**config.mk**
```make
export PLATFORM = sky130hd
export DESIGN_NAME = mux_rr_sched
export DESIGN_NICKNAME = d
export VERILOG_FILES = /design/src/rtl/mux_rr_sched.sv
export SDC_FILE = /design/constraint.sdc
export NUM_CORES = 1
export LEC_CHECK = 0
export ABC_AREA = 1
export CAP_MARGIN = 20
export CORE_MARGIN = 5
export CORE_UTILIZATION = 35
export CTS_BUF_LIST = sky130_fd_sc_hd__clkbuf_16
export CTS_CLUSTER_SIZE = 12
export DETAILED_ROUTE_END_ITERATION = 8
export PLACE_DENSITY = 0.66
export SYNTH_ARGS = -nofsm -noshare
export SYNTH_HDL_FRONTEND = slang
export SYNTH_SLANG_ARGS = --single-unit
```
**constraint.sdc**
```tcl
create_clock -name clk -period 4.6 [get_ports clk]
set_input_delay 0.46 -clock clk [delete_from_list [all_inputs] [get_ports clk]]
set_output_delay 0.46 -clock clk [all_outputs]
set_load 0.05 [all_outputs]
```
**src/rtl/mux_rr_sched.sv**
```systemverilog
// Round-robin scheduler: arbitrates eight requesters onto one 4-bit selector and
// streams the granted requester's words to a valid/ready consumer in bursts.

module mux_rr_sched_sel (
  input  logic [3:0] in1,
  input  logic [3:0] in2,
  input  logic [3:0] in3,
  input  logic [3:0] in4,
  input  logic [3:0] in5,
  input  logic [3:0] in6,
  input  logic [3:0] in7,
  input  logic [3:0] in8,
  input  logic [2:0] sel,
  output logic [3:0] out
);

  // 8-way, 4-bit selector
  always_comb begin
    out = in1;
    case (sel)
      3'd0: out = in1;
      3'd1: out = in2;
      3'd2: out = in3;
      3'd3: out = in4;
      3'd4: out = in5;
      3'd5: out = in6;
      3'd6: out = in7;
      3'd7: out = in8;
      default: out = in1;
    endcase
  end

endmodule

module mux_rr_sched #(
  parameter int unsigned BURST = 4
) (
  input  logic       clk,
  input  logic       rst,
  input  logic [7:0] req,
  input  logic [3:0] in1,
  input  logic [3:0] in2,
  input  logic [3:0] in3,
  input  logic [3:0] in4,
  input  logic [3:0] in5,
  input  logic [3:0] in6,
  input  logic [3:0] in7,
  input  logic [3:0] in8,
  input  logic       out_ready,
  output logic [7:0] gnt,
  output logic [2:0] sel,
  output logic [3:0] out,
  output logic       out_valid,
  output logic       busy
);

  localparam int unsigned NREQ = 8;
  localparam int unsigned SELW = 3;
  localparam int unsigned DW   = 4;
  localparam int unsigned CNTW = 5;

  typedef enum logic {IDLE, XFER} state_t;

  state_t            state, state_nxt;
  logic [SELW-1:0]   ptr, ptr_nxt;
  logic [SELW-1:0]   sel_nxt;
  logic [NREQ-1:0]   gnt_nxt;
  logic [CNTW-1:0]   beat_cnt, beat_cnt_nxt;

  logic [SELW-1:0]   pick;
  logic              pick_vld;
  logic [DW-1:0]     mux_out;
  logic              accept;
  logic              last_beat;
  logic              withdraw;

  mux_rr_sched_sel u_sel (
    .in1 (in1),
    .in2 (in2),
    .in3 (in3),
    .in4 (in4),
    .in5 (in5),
    .in6 (in6),
    .in7 (in7),
    .in8 (in8),
    .sel (sel),
    .out (mux_out)
  );

  // Rotating-priority pick: scan from the far end so the lowest offset from ptr wins
  always_comb begin
    pick     = '0;
    pick_vld = 1'b0;
    for (int i = int'(NREQ) - 1; i >= 0; i--) begin
      if (req[SELW'(ptr + SELW'(i))]) begin
        pick     = SELW'(ptr + SELW'(i));
        pick_vld = 1'b1;
      end
    end
  end

  assign accept    = out_valid & out_ready;
  assign last_beat = accept && (beat_cnt == CNTW'(BURST - 1));
  assign withdraw  = (state == XFER) && !req[sel];

  // State and grant registers
  always_ff @(posedge clk or posedge rst) begin
    if (rst) begin
      state    <= IDLE;
      ptr      <= '0;
      sel      <= '0;
      gnt      <= '0;
      beat_cnt <= '0;
    end else begin
      state    <= state_nxt;
      ptr      <= ptr_nxt;
      sel      <= sel_nxt;
      gnt      <= gnt_nxt;
      beat_cnt <= beat_cnt_nxt;
    end
  end

  // Next-state logic
  always_comb begin
    state_nxt    = state;
    ptr_nxt      = ptr;
    sel_nxt      = sel;
    gnt_nxt      = gnt;
    beat_cnt_nxt = beat_cnt;
    case (state)
      IDLE: begin
        gnt_nxt = '0;
        if (pick_vld) begin
          state_nxt    = XFER;
          sel_nxt      = pick;
          gnt_nxt      = NREQ'(1) << pick;
          beat_cnt_nxt = '0;
        end
      end
      XFER: begin
        // withdrawal and last beat both hand priority to the next requester
        if (withdraw || last_beat) begin
          state_nxt = IDLE;
          gnt_nxt   = '0;
          ptr_nxt   = sel + SELW'(1);
        end else if (accept) begin
          beat_cnt_nxt = beat_cnt + CNTW'(1);
        end
      end
      default: begin
        state_nxt = IDLE;
        gnt_nxt   = '0;
      end
    endcase
  end

  // Output logic: valid follows the granted request line without a pipeline stage
  always_comb begin
    busy      = (state == XFER);
    out_valid = busy & req[sel];
    out       = out_valid ? mux_out : '0;
  end

endmodule

```
==> flow_summary.ini <==
[outcome]
status = finished clean

[clock_network]
cts_hold_buffers = 0
clock_latency_ns = 0.26
cts.path.max_buffers = 2
clock-root-buffer = clkbuf_16
post-cts-setup-buffer-count = 0
numCtsBuffers = 3
cts_resized = 0
cts_num_sinks = 20
cts_tree = done
clkTransAtPathRegs_ns = 0.06
ctsHtreeMaxLevel = 1

[timing]
fin_crit_sh_pct = 76.9
hold_violations = 0
rsz0062_at_grt = no
tightest_slew_ns = 0.775
max_slew_margin_pct = 48.3
finalSetupTns_ns = 0
finClkSkew_ns = 0.00248
max_freq_mhz = 283
period_needed_ns = 3.54
setup_viol = 0
maxSlewViolCount = 0

[place]
dpl.hpwl_um = 4640
place_congestion = 0.895
portBuffers = 59
placed_cells = 437
dpl-instance-area_um2 = 2640

[final_layout]
final_nets = 422
post-route-util_pct = 49.9
layout_commonest_cell = nand2_1
nFillCells = 547
design_area_um2 = 2750
drive_gt1_share_pct = 11.9
antenna_cells = 0
fin_cells = 441
areaGrowthSynthToFinish_pct = 37.9
layout_common_cells = 103 x nand2_1, 59 x clkdlybuf4s50_1, 39 x nand3_1

[setup_path]
slowest_stage = clkdlybuf4s50_1
worstPathMaxFanout = 9
r2r_cells = 16
crit_top_cell = ha_1
crit_arrival_ns = 3.08
reg2reg_from = ptr[0]
worst-r2r-setup-slack_ns = 1.86
crit_buf_inv = 1
worstPathCellList = ha_1, ha_1, or2_2, nor4_1, nand2_1, a31oi_1, clkdlybuf4s50_1
regToRegEndpoint = gnt[6]
startpoint_type = register
worstSetupPathType = reg2out
cp-end-kind = output pin
critical_path.top_delay_family = buffers and inverters
worst_path_largest_cell_delay_ns = 0.83
required_ns = 4.14

[logic_synthesis]
synth_top_area_share_pct = 25.1
syn_area_per_cell_um2 = 6.45
synth_top_area_cell = dfrtp_1
synth.distinct_cells = 32
yosysWarnings = 0
yosysSeqAreaShare_pct = 25.1
synth_area_um2 = 1990
synthCells = 309
ys_ff_latch = 20
syn-num-nets = 361
synth_edf_count = 0
ys.flop_type = dfrtp_1
synthTopCellsByArea = dfrtp_1 25%, nand2_1 19%, nand3_1 9.8%
async_flop_share_pct = 100

[detailed_routing]
route.vias.total = 2164
vias_per_cell = 4.91
first_pass_iters = 6
wirelength_um = 5650
drtIter0Drc = 169
wire_per_inst_um = 12.8
drtAntennaViolNets = 0
drcViolationCount = 0

[global_routing]
grt_pass1_wl_um = 9880
grt_max_degree = 21
grt_usage_pct = 16.3
antenna_found_initial = 0
overflow = 0
grt_pass1_vias = 2140

[floorplanning]
start_util_pct = 36.2
core_um2 = 5510
die-area_um2 = 7300
die_h_um = 85.4
boundaryPins = 60
fp.dieW_um = 85.4
num_rows = 27

[hold_path]
min_to = gnt[4]
hold_path_depth = 2
min-delay-start = gnt[4]
hold_path.class = reg2reg

[run]
maxCapViolCount = 0

[pwr]
powerDensity_nw_per_um2 = 876
ir_worst_vdd_mv = 0.329
p_leak_nw = 1.39
==> worst max-delay path by stage <==
| stage | start | endpoint | cells after the start |
|---|---|---|---|
| final | sel[0] | out[1] | 7 |
| after detailed placement | sel[0] | out[2] | 7 |
| after global routing | sel[0] | out[2] | 7 |
| after CTS | sel[0] | out[2] | 7 |
| after floorplan | sel[0] | out[0] | 6 |
| after global placement | sel[0] | out[3] | 7 |
==> final cells by class <==
class	count	area (um2)	share of cell area [%]
inverter	43	166	6.06
clock inverter	1	30.0	1.09
clock buffer	3	75.1	2.73
tap	72	90.1	3.28
sequential	20	500	18.2
multi-input combinational	243	1290	47.1
timing repair buffer	59	591	21.5
==> synthesized netlist by cell type, drive strengths merged, types with 2 or more instances <==
cell type / n
a22o: 4
nor2: 25
ha: 9
dfrtp: 20
a21oi: 8
o21ai: 12
xor2: 3
a221oi: 8
buf: 3
inv: 43
nand2: 119
o21bai: 2
nand3: 41
a31oi: 4
==> power breakdown <==
part / internal (mW) / total [mW] / switching (mW) / leakage, nW
clock network: 0.173 / 0.243 / 0.0698 / 0.0511
logic: 0.621 / 1.84 / 1.22 / 1.07
registers: 0.231 / 0.322 / 0.0911 / 0.261
total: 1.03 / 2.41 / 1.38 / 1.39
==> worst reg2reg max path: stages (launching register included) <==
cell	delay, ns
dfrtp_1	0.63
inv_2	0.17
ha_1	0.41
inv_1	0.23
nand3_1	0.17
nand3_1	0.14
nand2_1	0.12
inv_2	0.09
nand4_1	0.08
nor2_1	0.14
inv_2	0.08
nand2_4	0.08
nor2_2	0.04
nand2_2	0.10
inv_2	0.05
nand3_1	0.06
nand2_1	0.06
==> sequential cells by signal, indices dropped and copies added (netlist names) <==
register	flops
ptr	3
busy	1
gnt	8
beat_cnt	5
sel	3
==> cells by family after synthesis <==
group	count (synthesis)	synth area share, %
AND/OR/NAND/NOR	189	43.5
buffers and inverters	46	9.86
AO/OA/AOI/OAI	41	13.8
flip-flops	20	25.1
adder cells (fa/ha/maj)	9	5.65
XOR/XNOR	4	2.14
==> routing by layer <==
metal / vias up / global-route usage [%] / routed length [um]
li1: 1130 / - / -
met1: 985 / 22.9 / 2770
met2: 41 / 26.2 / 2590
met3: 8 / 2.33 / 234
met4: 0 / 4.17 / 59
met5: - / 0 / 0
==> stage by stage <==
step           setup slack (ns)  hold WS (ns)  power [mW]
2_1_floorplan              1.20         0.424        1.76
3_3_place_gp               1.39         0.473        2.15
3_5_place_dp               1.29         0.464        2.17
4_1_cts                    1.01         0.488        2.42
5_1_grt                   0.807         0.530        2.67
6_report                   1.06         0.483        2.41
Note: power is estimated with default switching activity, not from simulation.
==> RTL edit 1 (same flow settings) <==
Reset style: synchronous (`rst`), changed in one clocked block.
--- a/src/rtl/mux_rr_sched.sv
+++ b/src/rtl/mux_rr_sched.sv
@@ -106,3 +106,3 @@
   // State and grant registers
-  always_ff @(posedge clk or posedge rst) begin
+  always_ff @(posedge clk) begin
     if (rst) begin
Check against the original RTL: differs if rst is asserted again (counterexample within 4 cycles, from zero or initial values and one cycle with rst high); with rst held inactive, the same outputs for 10 cycles.
==> RTL edit 1 against the unedited design <==
- final area shrank 3.5%
- synthesized area decreased by 3.0%
- setup slack gained 220 ps
- sequential cell count is the same
- synthesized cell count down 1.9%
- total power fell by 24%
- core utilization down 1.2 points
- wire length grew 1.0%
- sequential share of layout area shrank 3.1 points
==> RTL edit 1: results (changes against the unedited design) <==
Iteration-0 DRC Markers = 163 (-3.6%)
Worst VDD drop = 315 µV (-4.1%)
post-synthesis sequential area ratio = 20.7% (-4.4 points)
placed insts = 429 (-1.8%)
Post-Synth XOR/XNOR Area = 2.27% (+0.13 points)
detailed placer's ending HPWL = 4620 µm (-0.36%)
internal power = 0.802 mW (-22%)
grt met1 use = 20.3% (-2.6 points)
HP Start = gnt[2]
vias in the first global route = 2,069 (-3.3%)
leading cell types by count after synthesis = nand2_1, nand3_1, inv_1
fin nets = 414 (-1.9%)
worst slew pin tran = 563 ps (-212 ps)
Total Power = 1.83 mW (-24%)
status = complete, no violations
RR Endpoint = beat_cnt[3]
Async SR Flop Fraction = 0% (-100 points)
Clock Power Share = 9.6% (-0.5 points)
Critical Path Source = sel[0]
Yosys cell types = 37 (+16%)
Setup Slack @ Placement = 1550 ps (+254 ps)
internal reg-to-reg setup slack = 1770 ps (-90 ps)
Hold EP = gnt[2]
adder-cell share of the synthesized area = 5.83% (+0.17 points)
Global Route Usage Sum = 15.7% (-0.66 points)
GR Layer Usage met2 = 26.5% (+0.27 points)
WL final = 5710 µm (+1.0%)
grt met3 use = 2.94% (+0.61 points)
WP data arrival = 2850 ps (-230 ps)
ranking of synthesized cells by area = dfxtp_1, nand2_1, nand3_1, a21oi_1, ha_1
Fin Hold WS = 465 ps (-17.6 ps)
wire length of the first global-routing pass = 9450 µm (-4.4%)
Synth Flop Type = dfxtp_1
Mapped Avg Cell Area = 6.38 µm² (-1.0%)
vias per cell = 5.05 (+3.0%)
TritonRoute pass-1 iters = 5 (-1)
routability cong. = 0.862 (-3.7%)
reg2reg path depth = 13 (-3)
combinational power = 1.36 mW (-26%)
CP Max Fanout = 8 (-1)
largest net degree at the start of global routing = 16 (-24%)
final clock skew = 4.89 ps (+2.42 ps)
Post-Syn Nets = 355 (-1.7%)
share of layout cells above drive strength 1 = 11.4% (-0.54 points)
## RTL edit 1: cell count changes after synthesis, moves of 6 or more
cell / unedited run / this run
dfrtp_1: 20 / 0
dfxtp_1: 0 / 20
nand2_1: 103 / 83
a21oi_1: 7 / 25
nand3_2: 2 / 8
nor2_1: 22 / 16
## RTL edit 1: cell type report
class | count | area [µm²] | share of cell area [%]
clock buffer | 3 | 75.1 | 2.83
timing repair buffer | 59 | 591 | 22.3
tap | 72 | 90.1 | 3.40
sequential | 20 | 400 | 15.1
multi-input combinational | 240 | 1350 | 50.9
inverter | 38 | 145 | 5.47
## RTL edit 1: layer usage
metal,part of all wire [%],up-vias
met3,7.3,8
met1,48,954
met2,44,83
met5,0,-
met4,1.1,0
li1,-,1138
## RTL edit 1: worst max-delay path, stage by stage (launching register included)
cell and delay (ps):
dfxtp_1 380, ha_1 270, ha_1 260, nor4_1 550, nand2_1 100, a31oi_1 210, clkdlybuf4s50_1 830
==> RTL edit 2 (config.mk and constraints unchanged) <==
Made on the original files. One comparison of `beat_cnt` changes from == to >=.
--- a/src/rtl/mux_rr_sched.sv
+++ b/src/rtl/mux_rr_sched.sv
@@ -102,3 +102,3 @@
   assign accept    = out_valid & out_ready;
-  assign last_beat = accept && (beat_cnt == CNTW'(BURST - 1));
+  assign last_beat = accept && (beat_cnt >= CNTW'(BURST - 1));
   assign withdraw  = (state == XFER) && !req[sel];
Function: no difference found for any inputs over 10 cycles, from zero or initial values and one cycle with rst high; that may be too few to reach the edited logic, so the function may still have changed.
==> RTL edit 2 against the unedited design <==
- fmax grew 9.8%
- critical path type unchanged
- count of clock-buffer cells in the layout unchanged
- core utilization down 0.34 points
- die area increased by 2.7%
- final area up 1.1%
- synthesized area up 3.1%
- wire length is 0.76% lower
- register-to-register slack worse by 70 ps
- setup slack improved by 320 ps
- hold slack about the same
- sequential cell count unchanged
- final cell count fell by 1.6%
- critical path depth stayed put
Power is left out: the tool's default activity adds up to more than one toggle a clock period on the data nets, which glitch-free logic cannot reach.
==> RTL edit 2: results (changes against the unedited design) <==
ranking of synthesized cells by area = dfrtp_1, nand2_1, nand3_1, ha_1, nand2_2
Global Route Usage Sum = 15.6% (-0.72 points)
Post-Synth XOR/XNOR Area = 2.93% (+0.79 points)
Yosys cell types = 33 (+3.1%)
Hold EP = gnt[2]
detailed placer's ending HPWL = 4730 µm (+1.9%)
post-synthesis sequential area ratio = 24.4% (-0.75 points)
adder-cell share of the synthesized area = 5.48% (-0.17 points)
Post-Syn Nets = 355 (-1.7%)
TritonRoute pass-1 iters = 4 (-2)
wire length of the first global-routing pass = 9610 µm (-2.7%)
CTS Buf Count = 3 (unchanged)
vias = 2,099 (-3.0%)
reg2reg path depth = 14 (-2)
worst slew pin tran = 740 ps (-35.1 ps)
Placed Area = 0.00270 mm² (+2.2%)
fillers = 575 (+5.1%)
Worst path max stage delay = 820 ps
Post-Layout Cell Count = 434 (-1.6%)
HP Start = gnt[2]
WP data arrival = 2760 ps (-320 ps)
Hold Path Class = flip-flop to flip-flop
Post-CTS Setup Bufs = 0 (unchanged)
final clock skew = 5.73 ps (+3.26 ps)
CP max-delay cell = clkdlybuf4s50_1
Synth Flop Type = dfrtp_1
Worst-Skew Late Latency = 250 ps
Top Registers = gnt x8, beat_cnt x5
status = complete, no violations
WL final = 5610 µm (-0.76%)
routability cong. = 0.893 (-0.22%)
internal reg-to-reg setup slack = 1790 ps (-70 ps)
CTS H-tree lvls = 1 (unchanged)
RR Endpoint = gnt[0]
fin nets = 415 (-1.7%)
Hold Path Stages = 2 (unchanged)
mux cell area share after synthesis = 0% (unchanged)
Iteration-0 DRC Markers = 74 (-56%)
share of layout cells above drive strength 1 = 16.9% (+4.9 points)
leading cell types by count after synthesis = nand2_1, nand3_1, inv_1
Post-Syn Instances = 303 (-1.9%)
initial antenna violation count = 0 (unchanged)
Compound-Gate Fraction of Synth Area = 9.45% (-4.3 points)
CP Max Fanout = 13 (+4)
RTL edit 2: changes by cell type after synthesis, sizes merged, moves of 3 or more:
| cell | before | now |
|---|---|---|
| a22o | 4 | 0 |
| a221oi | 8 | 0 |
| a21oi | 8 | 11 |
| nor2 | 25 | 22 |
| a211oi | 0 | 3 |
| nand2 | 119 | 116 |
| a31oi | 4 | 0 |
| inv | 43 | 38 |
| nand4 | 1 | 5 |
| nand3 | 41 | 54 |
RTL edit 2: how the worst max path moves through the flow:
stage           start      to
3_5_place_dp   req[6]  out[2]
6_report       sel[2]  out[2]
5_1_grt        sel[2]  out[2]
3_3_place_gp   req[6]  out[2]
2_1_floorplan  sel[0]  out[2]
4_1_cts        sel[2]  out[2]
RTL edit 2: worst max-delay path, delay by kind of cell, from the launching register on:
kind | cells | cell delay (ps)
AND/OR/NAND/NOR | 3 | 420
adder cells (fa/ha/maj) | 1 | 310
buffers and inverters | 2 | 1030
flip-flops | 1 | 600
AO/OA/AOI/OAI | 1 | 150
RTL edit 2: cell type report:
class | count | area, µm² | area share (%)
clock buffer | 3 | 75.1 | 2.70
clock inverter | 1 | 3.75 | 0.135
inverter | 38 | 148 | 5.31
multi-input combinational | 241 | 1370 | 49.3
sequential | 20 | 500 | 18.0
tap | 72 | 90.1 | 3.24
timing repair buffer | 59 | 591 | 21.3
RTL edit 2: stage by stage:
step / setup slack (ps) / hold slack [ps]
floorplan: 1850 / 424
global placement: 1610 / 469
detailed placement: 1580 / 473
CTS: 1370 / 489
global route: 1180 / 521
finish: 1380 / 482
RTL edit 2: routing by layer:
layer | global-route usage (%) | up-vias | part of all wire (%)
met4 | 3.40 | 0 | 1.9
met2 | 27.9 | 44 | 50
met3 | 2.09 | 10 | 3.1
met5 | 0 | - | 0
met1 | 19.9 | 938 | 45
li1 | - | 1107 | -
